File: src/rtl/adder_share_arb.sv
// Round-robin arbiter sharing one 32-bit adder (4-bit CLA groups, rippled) among
// NUM_REQ requesters, with a one-deep registered response slot and multi-word carry chaining.
module adder_share_arb #(
    parameter int NUM_REQ = 4,
    parameter int ID_W    = 2
) (
    input  logic                    clk_in,
    input  logic                    rst_in,
    input  logic [NUM_REQ-1:0]      req_valid_in,
    output logic [NUM_REQ-1:0]      req_ready_o,
    input  logic [NUM_REQ*32-1:0]   req_a_in,
    input  logic [NUM_REQ*32-1:0]   req_b_in,
    input  logic [NUM_REQ-1:0]      req_c_in,
    input  logic [NUM_REQ-1:0]      req_last_in,
    output logic                    resp_valid_o,
    input  logic                    resp_ready_in,
    output logic [ID_W-1:0]         resp_id_o,
    output logic [31:0]             resp_sum_o,
    output logic                    resp_c_o,
    output logic                    resp_last_o
);

    localparam int unsigned NREQ = NUM_REQ;

    typedef enum logic {
        IDLE   = 1'b0,
        LOCKED = 1'b1
    } state_t;

    state_t          state_q, state_d;
    logic [ID_W-1:0] rr_ptr, lock_owner, grant_idx, cand;
    logic            carry_reg, slot_free, grant_vld, locked;
    logic [31:0]     op_a, op_b, sum;
    logic            cin, cout, beat_last;
    int unsigned     idx;

    assign locked    = (state_q == LOCKED);
    assign slot_free = !resp_valid_o || resp_ready_in;

    always_comb begin
        grant_vld   = 1'b0;
        grant_idx   = '0;
        cand        = '0;
        idx         = 0;
        req_ready_o = '0;
        if (!rst_in && slot_free) begin
            if (locked) begin
                grant_idx = lock_owner;
                grant_vld = req_valid_in[lock_owner];
            end else begin
                for (int unsigned i = 0; i < NREQ; i++) begin
                    idx = 32'(rr_ptr) + i;
                    if (idx >= NREQ) idx = idx - NREQ;
                    cand = ID_W'(idx);
                    if (!grant_vld && req_valid_in[cand]) begin
                        grant_vld = 1'b1;
                        grant_idx = cand;
                    end
                end
            end
        end
        if (grant_vld) req_ready_o[grant_idx] = 1'b1;
    end

    assign op_a      = req_a_in[32*grant_idx +: 32];
    assign op_b      = req_b_in[32*grant_idx +: 32];
    assign cin       = locked ? carry_reg : req_c_in[grant_idx];
    assign beat_last = req_last_in[grant_idx];

    // Eight 4-bit lookahead groups; group carry-out ripples into the next group.
    always_comb begin : cla
        logic [3:0] gp, gg;
        logic [4:0] gc;
        logic [8:0] grp_c;
        gp       = '0;
        gg       = '0;
        gc       = '0;
        grp_c    = '0;
        sum      = '0;
        grp_c[0] = cin;
        for (int unsigned k = 0; k < 8; k++) begin
            gp    = op_a[4*k +: 4] ^ op_b[4*k +: 4];
            gg    = op_a[4*k +: 4] & op_b[4*k +: 4];
            gc[0] = grp_c[k];
            gc[1] = gg[0] | (gp[0] & gc[0]);
            gc[2] = gg[1] | (gp[1] & gg[0]) | (gp[1] & gp[0] & gc[0]);
            gc[3] = gg[2] | (gp[2] & gg[1]) | (gp[2] & gp[1] & gg[0])
                  | (gp[2] & gp[1] & gp[0] & gc[0]);
            gc[4] = gg[3] | (gp[3] & gg[2]) | (gp[3] & gp[2] & gg[1])
                  | (gp[3] & gp[2] & gp[1] & gg[0])
                  | (gp[3] & gp[2] & gp[1] & gp[0] & gc[0]);
            sum[4*k +: 4] = gp ^ gc[3:0];
            grp_c[k+1]    = gc[4];
        end
        cout = grp_c[8];
    end

    always_comb begin
        state_d = state_q;
        if (grant_vld) state_d = beat_last ? IDLE : LOCKED;
    end

    always_ff @(posedge clk_in) begin
        if (rst_in) state_q <= IDLE;
        else        state_q <= state_d;
    end

    always_ff @(posedge clk_in) begin
        if (rst_in) begin
            resp_valid_o <= 1'b0;
            resp_id_o    <= '0;
            resp_sum_o   <= '0;
            resp_c_o     <= 1'b0;
            resp_last_o  <= 1'b0;
            rr_ptr       <= '0;
            lock_owner   <= '0;
            carry_reg    <= 1'b0;
        end else if (grant_vld) begin
            resp_valid_o <= 1'b1;
            resp_id_o    <= grant_idx;
            resp_sum_o   <= sum;
            resp_c_o     <= cout;
            resp_last_o  <= beat_last;
            carry_reg    <= cout;
            if (!beat_last)
                lock_owner <= grant_idx;
            else
                rr_ptr <= (grant_idx == ID_W'(NUM_REQ - 1)) ? '0 : grant_idx + 1'b1;
        end else if (resp_ready_in) begin
            resp_valid_o <= 1'b0;
        end
    end

endmodule

File: config.mk
export PLATFORM = sky130hd
export DESIGN_NAME = adder_share_arb
export DESIGN_NICKNAME = d
export VERILOG_FILES = /design/src/rtl/adder_share_arb.sv
export SDC_FILE = /design/constraint.sdc
export NUM_CORES = 1
export LEC_CHECK = 0
export BUFFER_PORTS_ARGS = -buffer_cell sky130_fd_sc_hd__buf_2
export CORE_MARGIN = 10
export CORE_UTILIZATION = 46
export CTS_CLUSTER_SIZE = 24
export DETAILED_ROUTE_END_ITERATION = 10
export PLACE_DENSITY = 0.94
export SKIP_CTS_REPAIR_TIMING = 1
export SLEW_MARGIN = 20
export SYNTH_ARGS = -nofsm -noshare
export SYNTH_HDL_FRONTEND = slang
export SYNTH_SLANG_ARGS = --single-unit
export TNS_END_PERCENT = 5
File: constraint.sdc
create_clock -name clk_in -period 7.1 [get_ports clk_in]
set_input_delay 2.13 -clock clk_in [delete_from_list [all_inputs] [get_ports clk_in]]
set_output_delay 2.13 -clock clk_in [all_outputs]
set_load 0.03 [all_outputs]
* Yosys cells after proc, flatten, opt, wreduce, memory -nomap -nowiden *
Index checks and enable logic that the tools add are counted.

operators by class
  add/sub/neg operators = 8
  order comparisons = 11
  shift-type cells = 2
  bitwise logic cells = 233
  equal/unequal tests = 1
  reduce and logical (&&, ||, !) cells = 14
  multiplexer cells = 52

operators by type and width
  operator             count
  $shiftx 128x8->32    2
  $and 1x1->1          128
  $or 1x1->1           80
  $xor 4x4->4          16
  $mux 2               19
  $and 4x4->4          8
  $mux 1               24
  $lt 2x3->1 const B   6
  $bmux 1 s2           7
  $ge 3x3->1 const B   3
  $sub 2x1->2 const B  4
  $add 2x2->3 const B  2
  $logic_and 1x1->1    5
  $logic_not 1->1      5
  $mux 4               1
  $reduce_and 2->1     2
  $add 2x1->3 const B  1
  $ge 2x3->1 const B   1
  $add 2x1->2 const B  1
  $demux 1 s2          1
  $eq 2x2->1 const B   1
  $ge 2x1->1 const B   1
  $reduce_bool 2->1    1
  $logic_or 1x1->1     1
  $not 1->1            1

storage, ports and cells
  input port bits = 271
  output and inout port bits = 41
  logic and storage cells = 329
  register bits = 42

* Logic depth before layout (Yosys ltp) *
Gate-level depths: netlist of the first run.

  depth after elaboration = 46
  mapped depth = 23
  gate-level depth less buffers = 20

* Least setup slack after synthesis of the first run *
No wires, ideal clock.

  path type = input port to flip-flop
  start point = in req_valid_in[0]
  end point = reg resp_sum_o[28]
  required time = 7,014 ps
  path buffers = 2
  library setup time = 86 ps
  stages = 20
  data arrival time = 6,206 ps
  setup slack = 809 ps
  cell sequence = and2_1 > o211a_1 > o31ai_1 > nand2_1 > inv_2 > buf_2 > buf_1 > nand2_1 > and3_1 > a31oi_1 > ha_1 > and2_1 > a221o_1 > a22o_1 > o21a_1 > a311oi_1 > a31oi_1 > nor2_1 > fa_1 > a211oi_1

on the way
  word-level cells in the longest chain between the ends = 40
  elaborated cells on any way between the ends = 132
  classes of those cells = shift: 2; mux: 31; bitwise: 93; reduce/logical: 6

ends and longest elaborated chain
  element                       RTL line  text
  start, declared               9         input logic [NUM_REQ-1:0] req_valid_in,
  $bmux 1 s2                    55        if (!grant_vld && req_valid_in[cand]) begin
  $mux 1 (implied by the code)  55
  $mux 1                        55
  $mux 1                        47        if (locked) begin
  $mux 1                        46        if (!rst_in && slot_free) begin
  $logic_not 1->1               55
  $logic_and 1x1->1             55
  $mux 1                        55
  [24 not listed]               n/a
  $or 1x1->1                    91        | (gp[3] & gp[2] & gp[1] & gp[0] & gc[0]);
  $and 1x1->1                   91
  $or 1x1->1                    91
  $and 1x1->1                   91
  $or 1x1->1                    91
  $and 1x1->1                   91
  $or 1x1->1                    91
  $xor 4x4->4                   92        sum[4*k +: 4] = gp ^ gc[3:0];
  end signal, assigned          121       resp_sum_o <= sum;
  end, declared                 18        output logic [31:0] resp_sum_o,

Parallel ways exist; a longest one is shown, timed or not. The select of a mux whose other input is x is not followed.
A chain may end at the register's enable or synchronous reset.

* Final worst setup path of the first run *
  start point = in req_valid_in[0]
  end point = reg resp_sum_o[24]

on the way
  word-level cells in the longest chain between the ends = 38
  elaborated cells on any way between the ends = 119
  classes of those cells = shift: 2; mux: 31; bitwise: 80; reduce/logical: 6

ends and longest elaborated chain
  element                       RTL line
  $bmux 1 s2                    55
  $mux 1 (implied by the code)  55
  $mux 1                        55
  $mux 1                        47
  $mux 1                        46
  $logic_not 1->1               55
  $logic_and 1x1->1             55
  $mux 1                        55
  [22 not listed]               n/a
  $or 1x1->1                    91
  $and 1x1->1                   91
  $or 1x1->1                    91
  $and 1x1->1                   91
  $or 1x1->1                    91
  $and 1x1->1                   91
  $or 1x1->1                    91
  $xor 4x4->4                   92

Parallel ways exist; a longest one is shown, timed or not. The select of a mux whose other input is x is not followed.

==> results of run 1 <==
[routing by layer]
metal	wire, um	part of all wire
met1	8020	0.37
met5	0	0
met2	10800	0.50
met3	2140	0.10
met4	458	0.021
[critical path: cells and delay by family]
kind / cells / cell delay (ns)
simple gates: 4 / 0.51
compound gates: 11 / 2.72
buf+inv: 3 / 0.63
fa+ha+maj: 2 / 0.75
[metrics by stage]
step | hold slack, ns | cells | power [mW]
floorplan | 0.512 | 783 | 1.78
global placement | 0.437 | 1196 | 2.23
detailed placement | 0.447 | 1196 | 2.29
CTS | 0.454 | 1204 | 2.56
global route | 0.477 | 1204 | 2.78
finish | 0.450 | 1204 | 2.55
[synthesized netlist by cell type (13+ instances only)]
cell type    n  area (um2)
nand2_1    227         852
and3_1      50         313
a31oi_1     53         332
a21oi_1     29         145
clkbuf_1    33         124
ha_1        36         450
dfxtp_1     42         841
inv_1       26        97.6
buf_2       13        65.1
o21ai_0     19        95.1
mux2i_1     48         480
nand3_1     14        70.1
nor2_1      32         120
[power by group]
group          switching (mW)  internal (mW)
clock                  0.0950          0.167
sequential             0.0647          0.335
combinational            1.13          0.760
total                    1.29           1.26
[kinds of logic (layout without fill, tap and decap cells)]
| logic type | count (synthesis) | in the layout |
|---|---|---|
| compound gates | 167 | 167 |
| xor+xnor | 14 | 14 |
| buf+inv | 81 | 359 |
| simple gates | 375 | 375 |
| mux | 60 | 60 |
| fa+ha+maj | 44 | 44 |
| flops | 42 | 42 |
[how the worst min path moves through the flow]
stage / end / slack [ns] / cells after the start
after CTS: resp_sum_o[6] / 0.45 / 2
final: resp_sum_o[6] / 0.45 / 2
after floorplan: lock_owner[1] / 0.51 / 2
after global routing: resp_last_o / 0.48 / 2
after global placement: resp_sum_o[27] / 0.44 / 2
after detailed placement: resp_sum_o[6] / 0.45 / 2
[cell type report]
class	instances	area share
Multi-Input combinational cell	660	0.590
Clock inverter	1	0.00416
Tap cell	143	0.0248
Inverter	29	0.0154
Timing Repair Buffer	322	0.231
Sequential cell	42	0.117
Clock buffer	7	0.0184
[cells in the final DEF (no fill, tap or decap), drive strengths merged, types with 7 or more instances in the layout]
master  instances
a31oi          54
ha             36
a211oi         11
mux2i          48
and2           10
o21ai          20
inv            28
fa              8
o31ai           7
nand2b          9
nor3            7
nand3          14
nor2           32
nand2         227
a21oi          29
dfxtp          42
clkbuf          7
a21o            9
buf           322
and3           50
xnor2          10
mux2           10
[flip-flops by register name (all words and copies together) (netlist names)]
| register | cells |
|---|---|
| lock_owner | 2 |
| locked | 1 |
| resp_c_o | 1 |
| resp_id_o | 2 |
| resp_last_o | 1 |
| resp_sum_o | 32 |
| resp_valid_o | 1 |
| rr_ptr | 2 |
==> impl_metrics.tcl, run 1 <==
set metrics [dict create \
    ff2ff_path_depth 17 \
    drive_gt1_frac 0.342 \
    synth-simple-area-share 0.314 \
    hold_viol 0 \
    clockBufferDepth 2 \
    r2r_end "resp_sum_o[24]" \
    drc_errors 0 \
    synthCells 783 \
    regArea_um2 841 \
    syn_to_final_growth_pct 33.6 \
    post_synth_num_cell_types 70 \
    dr.pass1.iters 5 \
    grt_pass1_vias 6935 \
    maxSlewHeadroom 0.398 \
    synthMuxAreaShare 0.119 \
    fin_tns_setup_ns 0 \
    synth_xor_area_frac 0.0227 \
    syn_area_per_cell_um2 6.90 \
    fin_nets 1375 \
    fp.dieH_um 128 \
    tightest_slew_ns 0.903 \
    cts.sinks 42 \
    post-route-min-period_ns 6.58 \
    end_kind "flip-flop" \
    use_met3 0.0682 \
    place_area_um2 7050 \
    critical_path.startpoint "req_valid_in[0]" \
    worstSetupStartpointType "input pin" \
    yosysWarnings 0 \
    diodes 0 \
    hp-start "resp_sum_o[6]" \
    crit_slowest_cell "fa_1" \
    cts_tree "built" \
    final_area_um2 7220 \
    synth_top_family_by_area "simple AND/OR/NAND/NOR gates" \
    cp.required_ns 7.30 \
    crit_arrival_ns 6.77 \
    vias 6682 \
    setup_violations 0 \
    root_buffer "clkbuf_16" \
    p_per_area_nw_per_um2 354 \
    routed_wl_um 21400 \
    skew_ns 0.00676 \
    gp_congestion 0.902 \
    yosys_register_bits 42 \
    grt_pass1_wl_um 33300 \
    rrSetupSlack_ns 2.02 \
    drt_iter0_markers 546 \
    gr-usage-all-layers 0.241 \
    overflow 0 \
    ant_nets 0 \
    core_um2 11500 \
    synth-compound-area-share 0.214 \
    grt_max_degree 100 \
    fillers 990 \
    numCtsBuffers 5 \
    post-route-util 0.629 \
    layout_setup_ws_ns 0.524 \
    rsz0062_at_grt "false" \
    synth-async-reset-ratio 0 \
    max_freq_mhz 152 \
    antenna_found_initial 0 \
    status "complete, no violations" \
    synthFlopType "dfxtp_1" \
    multi_input_area_um2 4250 \
    reg2reg_from "rr_ptr[1]" \
    crit_chain "buf_2, and2_1, o211a_1, o31ai_1, nand2_4, inv_4, buf_12, nand2_1, and3_1, a31oi_1, ha_1, a21oi_1, o21ai_0, a21o_1, a221o_1, a31oi_1, o221ai_2, a21oi_1, fa_1, a211oi_1" \
    cts.htree.levels 2 \
    synth.net_count 1098 \
    grt.busiest_layer "met2" \
    die_area_um2 16500 \
    hp-class "flip-flop to flip-flop" \
    clkTransAtPathRegs_ns 0.06 \
    period_share 0.926 \
    die_w_um 128 \
    cpPeakStageDelay_ns 0.43 \
    crit_type "input pin to flip-flop" \
    place_ws_ns 0.199 \
    vdd_drop_max_mv 0.231 \
    ios 312 \
    dp_hpwl_um 17600 \
    cap_violations 0 \
    slew_violations 0 \
    placementRows 39 \
    synth_edf_count 0 \
    use_met2 0.433 \
    endpoint "resp_sum_o[24]" \
    syn_area_um2 5400 \
    vias_per_cell 5.55 \
    ys_seq_area_frac 0.156 \
    cp_max_fo 49 \
    synth_fa_ha_area_frac 0.113 \
    initial_core_util 0.471 \
    grt_use_met1 0.274 \
    io_buffers 311 \
    p_leak_nw 3.67 \
    wl_per_cell_um 17.8 \
    clkLatencyLatePin_ns 0.28 \
]
Note: power is estimated with default switching activity, not from simulation.
==> inputs of run 2 (changes only) <==
==> constraint.sdc (replaced) <==
create_clock -name clk_in -period 6.4 [get_ports clk_in]
set_input_delay 1.92 -clock clk_in [delete_from_list [all_inputs] [get_ports clk_in]]
set_output_delay 1.92 -clock clk_in [all_outputs]
set_load 0.03 [all_outputs]
==> impl_metrics.tcl, run 2 (same netlist as run 1, synthesis figures left out) <==
set metrics [dict create \
    crit_buf_inv 3 \
    cts.sinks 42 \
    clkLatencyLatePin_ns 0.28 \
    cap_violations 0 \
    initial_core_util 0.471 \
    hp-class "flip-flop to flip-flop" \
    vdd_drop_max_mv 0.233 \
    crit_arrival_ns 6.30 \
    syn_to_final_growth_pct 36.2 \
    placementRows 39 \
    worstSetupStartpointType "input pin" \
    p_leak_nw 3.74 \
    critPathMostFrequentCell "and2_1" \
    clockBufferDepth 2 \
    ios 312 \
    p_per_area_nw_per_um2 389 \
    root_buffer "clkbuf_16" \
    met3WireLength_um 1940 \
    place_ws_ns -0.161 \
    period_share 0.956 \
    drt_iter0_markers 412 \
    layout_setup_ws_ns 0.283 \
    crit_chain "buf_2, and2_1, o211a_1, o31ai_2, nand2_4, inv_6, buf_12, nand2_1, and3_1, a31oi_1, ha_1, and2_1, a221o_1, a22o_1, o21a_1, a311oi_2, a31oi_2, nor2_1, fa_1, a211oi_1" \
    cpLargestDelayFamily "compound AO/OA/AOI/OAI gates" \
    cpPeakStageDelay_ns 0.40 \
    grt_pass1_vias 6927 \
    cts_tree "built" \
    antenna_found_initial 0 \
    vias 6780 \
    final_cell_mix "buf_2, nand2_1, a31oi_1, and3_1, mux2i_1" \
    cts.htree.levels 2 \
    fin_nets 1389 \
    cp.required_ns 6.58 \
    die_w_um 128 \
    skew_ns 0.00398 \
    max_freq_mhz 163 \
    io_buffers 311 \
    wl_per_cell_um 17.7 \
    status "complete, no violations" \
    setup_violations 0 \
    maxSlewHeadroom 0.344 \
    gp_congestion 0.916 \
    ant_nets 0 \
    cp_max_fo 33 \
    fin_tns_setup_ns 0 \
    slew_violations 0 \
    cp.depth 20 \
    dp_hpwl_um 17800 \
    drt-met1-wl_um 8230 \
    die_area_um2 16500 \
    crit_type "input pin to flip-flop" \
    crit_slowest_cell "fa_1" \
    post-route-util 0.642 \
    grt_pass1_wl_um 33400 \
    routed_wl_um 21600 \
    rsz0062_at_grt "false" \
    overflow 0 \
    drive_gt1_frac 0.357 \
    core_um2 11500 \
    drc_errors 0 \
    dr.pass1.iters 5 \
    clkTransAtPathRegs_ns 0.06 \
    fp.dieH_um 128 \
    route.met2.wl_um 11000 \
    p_total_mw 2.86 \
    ff2ff_path_depth 18 \
    grt_max_degree 63 \
    final_cells 1217 \
    final_common_cell "buf_2" \
    tightest_slew_ns 0.981 \
    numCtsBuffers 5 \
    largest_register "resp_sum_o" \
    post-route-min-period_ns 6.12 \
    vias_per_cell 5.57 \
    largest_reg_flops 32 \
    end_kind "flip-flop" \
    min_path_cells 2 \
    hold_viol 0 \
    dp_cells 1209 \
    diodes 0 \
    topRoutingLayerUsed "met4" \
    gr-usage-all-layers 0.241 \
]
-- run 2: cell types whose count changed in the layout (fill, tap and decap cells not counted), sizes merged --
| cell | before | now |
|---|---|---|
| clkinv | 1 | 3 |
| bufinv | 1 | 0 |
| clkbuf | 7 | 6 |
| buf | 322 | 335 |
-- run 2: cell type report --
| type | instances | area (um2) |
|---|---|---|
| Tap cell | 143 | 179 |
| Inverter | 29 | 114 |
| Clock buffer | 5 | 125 |
| Fill cell | 995 | 4110 |
| Multi-Input combinational cell | 660 | 4280 |
| Sequential cell | 42 | 841 |
| Timing Repair Buffer | 336 | 1810 |
| Clock inverter | 2 | 10.0 |
-- run 2: worst min-delay path: cells and delay by family (launching register included) --
kind / cells / cell delay [ns]
AOI/OAI and AO/OA: 1 / 0.05
DFF: 1 / 0.31
and+or+nand+nor: 1 / 0.05
-- run 2: through the flow --
| stage | hold WS [ns] | area (um2) |
|---|---|---|
| finish | 0.449 | 7360 |
| global route | 0.476 | 7360 |
| CTS | 0.452 | 7290 |
| detailed placement | 0.443 | 7160 |
| global placement | 0.435 | 7160 |
| floorplan | 0.512 | 5400 |
-- run 2: per-layer routing --
layer,up-vias,track usage
met5,-,0
met2,280,0.440
met1,3125,0.271
met3,27,0.0682
met4,0,0.0550
li1,3348,-
-- run 2: path summary, 6_finish.rpt --
check / startpoint / endpoint / slack, ns
max reg2reg: rr_ptr[1] / resp_sum_o[25] / 1.46
max: req_valid_in[0] / resp_sum_o[28] / 0.28
min: resp_sum_o[17] / resp_sum_o[17] / 0.45
min reg2reg: resp_sum_o[17] / resp_sum_o[17] / 0.45
-- run 2: where the power goes --
group / internal (mW) / switching [mW]
sequential: 0.372 / 0.0675
clock: 0.141 / 0.0998
combinational: 0.899 / 1.28
==> inputs of run 3 (changes only) <==
--- a/config.mk
+++ b/config.mk
@@ -6,8 +6,10 @@
 export NUM_CORES = 1
 export LEC_CHECK = 0
 export BUFFER_PORTS_ARGS = -buffer_cell sky130_fd_sc_hd__buf_2
+export CORE_ASPECT_RATIO = 1.5
 export CORE_MARGIN = 10
 export CORE_UTILIZATION = 46
+export CTS_CLUSTER_DIAMETER = 80
 export CTS_CLUSTER_SIZE = 24
 export DETAILED_ROUTE_END_ITERATION = 10
 export PLACE_DENSITY = 0.94
==> impl_metrics.tcl, run 3 (same netlist as run 1, synthesis figures left out) <==
set metrics [dict create \
    status "complete, no violations" \
    gr-usage-all-layers 0.250 \
    grt_pass1_vias 6980 \
    clockBufferDepth 2 \
    setup_violations 0 \
    overflow 0 \
    maxSlewHeadroom 0.378 \
    routed_wl_um 21800 \
    post-route-min-period_ns 6.10 \
    crit_arrival_ns 6.23 \
    max_freq_mhz 164 \
    tightest_slew_ns 0.933 \
    ant_nets 0 \
    wl_per_cell_um 17.8 \
    crit_type "input pin to flip-flop" \
    fp.dieH_um 153 \
    cp_max_fo 51 \
    dp_cells 1216 \
    fin_nets 1388 \
    dp_hpwl_um 18200 \
    final_cells 1224 \
    diodes 0 \
    drc_errors 0 \
    ios 312 \
    p_leak_nw 3.74 \
    slew_violations 0 \
    gp_congestion 1.02 \
    drt_iter0_markers 343 \
    r2r_end "resp_sum_o[31]" \
    dr.pass1.iters 4 \
    vias 6830 \
    p_total_mw 2.87 \
    drive_gt1_frac 0.352 \
    endpoint "resp_sum_o[31]" \
    io_buffers 311 \
    fillers 1040 \
    worstSetupStartpointType "input pin" \
    final_cell_mix "buf_2, nand2_1, a31oi_1, and3_1, mux2i_1" \
    numCtsBuffers 5 \
    p_per_area_nw_per_um2 391 \
    rrSetupSlack_ns 1.48 \
    ff2ff_path_depth 18 \
    hold_ws_ns 0.450 \
    hp-class "flip-flop to flip-flop" \
    cts.sinks 42 \
    vias_per_cell 5.58 \
    initial_core_util 0.469 \
    grt_pass1_wl_um 34000 \
    final_area_um2 7330 \
    hold_viol 0 \
    clkLatencyLatePin_ns 0.29 \
    cap_violations 0 \
    cts_tree "built" \
    cts.htree.levels 2 \
    core_um2 11500 \
    cp.required_ns 6.54 \
    end_kind "flip-flop" \
    post-route-util 0.636 \
    die_area_um2 16600 \
    root_buffer "clkbuf_16" \
    critical_path.startpoint "req_valid_in[0]" \
    die_w_um 108 \
    vdd_drop_max_mv 0.184 \
    antenna_found_initial 0 \
    reg2reg_from "rr_ptr[1]" \
    clkTransAtPathRegs_ns 0.06 \
    final_common_cell "buf_2" \
    period_share 0.953 \
    largest_reg_flops 32 \
    largest_register "resp_sum_o" \
    skew_ns 0.00368 \
    syn_to_final_growth_pct 35.7 \
    grt_max_degree 100 \
    placementRows 48 \
    rsz0062_at_grt "false" \
    place_area_um2 7180 \
]
==> run 3: cell types whose count changed in the layout (fill, tap and decap cells not counted), sizes merged <==
cell and change:
clkbuf +1, clkinv -1
==> run 3: metrics by stage <==
step,setup TNS [ns],setup slack (ns)
after floorplan,0,0.319
after global placement,-0.00373,-0.00373
after detailed placement,-0.183,-0.101
after CTS,0,0.194
after global routing,0,0.0942
final,0,0.303
==> run 3: layout make-up <==
cell class | count | area (um2) | area share
clock inverters | 1 | 5.00 | 0.000682
repair buffers | 335 | 1790 | 0.244
flip-flops and latches | 42 | 841 | 0.115
clock buffers | 7 | 143 | 0.0195
inverters | 29 | 111 | 0.0152
multi-input cells | 660 | 4260 | 0.581
well taps | 150 | 188 | 0.0256
==> run 3: how the worst min path moves through the flow <==
stage / to / cells past startpoint / from / slack (ns)
floorplan: lock_owner[1] / 2 / lock_owner[1] / 0.51
global placement: resp_sum_o[13] / 2 / resp_sum_o[13] / 0.44
detailed placement: resp_sum_o[17] / 2 / resp_sum_o[17] / 0.45
CTS: resp_sum_o[17] / 2 / resp_sum_o[17] / 0.45
global route: resp_sum_o[17] / 2 / resp_sum_o[17] / 0.47
finish: resp_sum_o[17] / 2 / resp_sum_o[17] / 0.45
==> run 3: where the power goes <==
part | internal [mW] | switching (mW) | total [mW]
Clock | 0.155 | 0.108 | 0.263
Combinational | 0.893 | 1.27 | 2.16
Sequential | 0.372 | 0.0680 | 0.440
==> run 3: metal layers <==
| metal | track usage | vias to the layer above | part of all wire |
|---|---|---|---|
| met5 | 0 | - | 0 |
| met3 | 0.0512 | 59 | 0.066 |
| met2 | 0.460 | 293 | 0.53 |
| met1 | 0.266 | 3144 | 0.37 |
| met4 | 0.0914 | 0 | 0.034 |
| li1 | - | 3334 | - |
==> run 3: critical path, stage by stage <==
cell	delay [ns]
buf_2	0.13
and2_1	0.17
o211a_1	0.27
o31ai_2	0.30
nand2_4	0.11
inv_4	0.10
buf_12	0.23
nand2_1	0.08
and3_1	0.16
a31oi_1	0.23
ha_1	0.29
a21o_1	0.20
a221o_1	0.33
a22o_1	0.21
o21a_1	0.21
a311oi_1	0.31
a31oi_1	0.19
buf_4	0.19
o21ai_1	0.30
xor2_1	0.18
o21ai_0	0.08
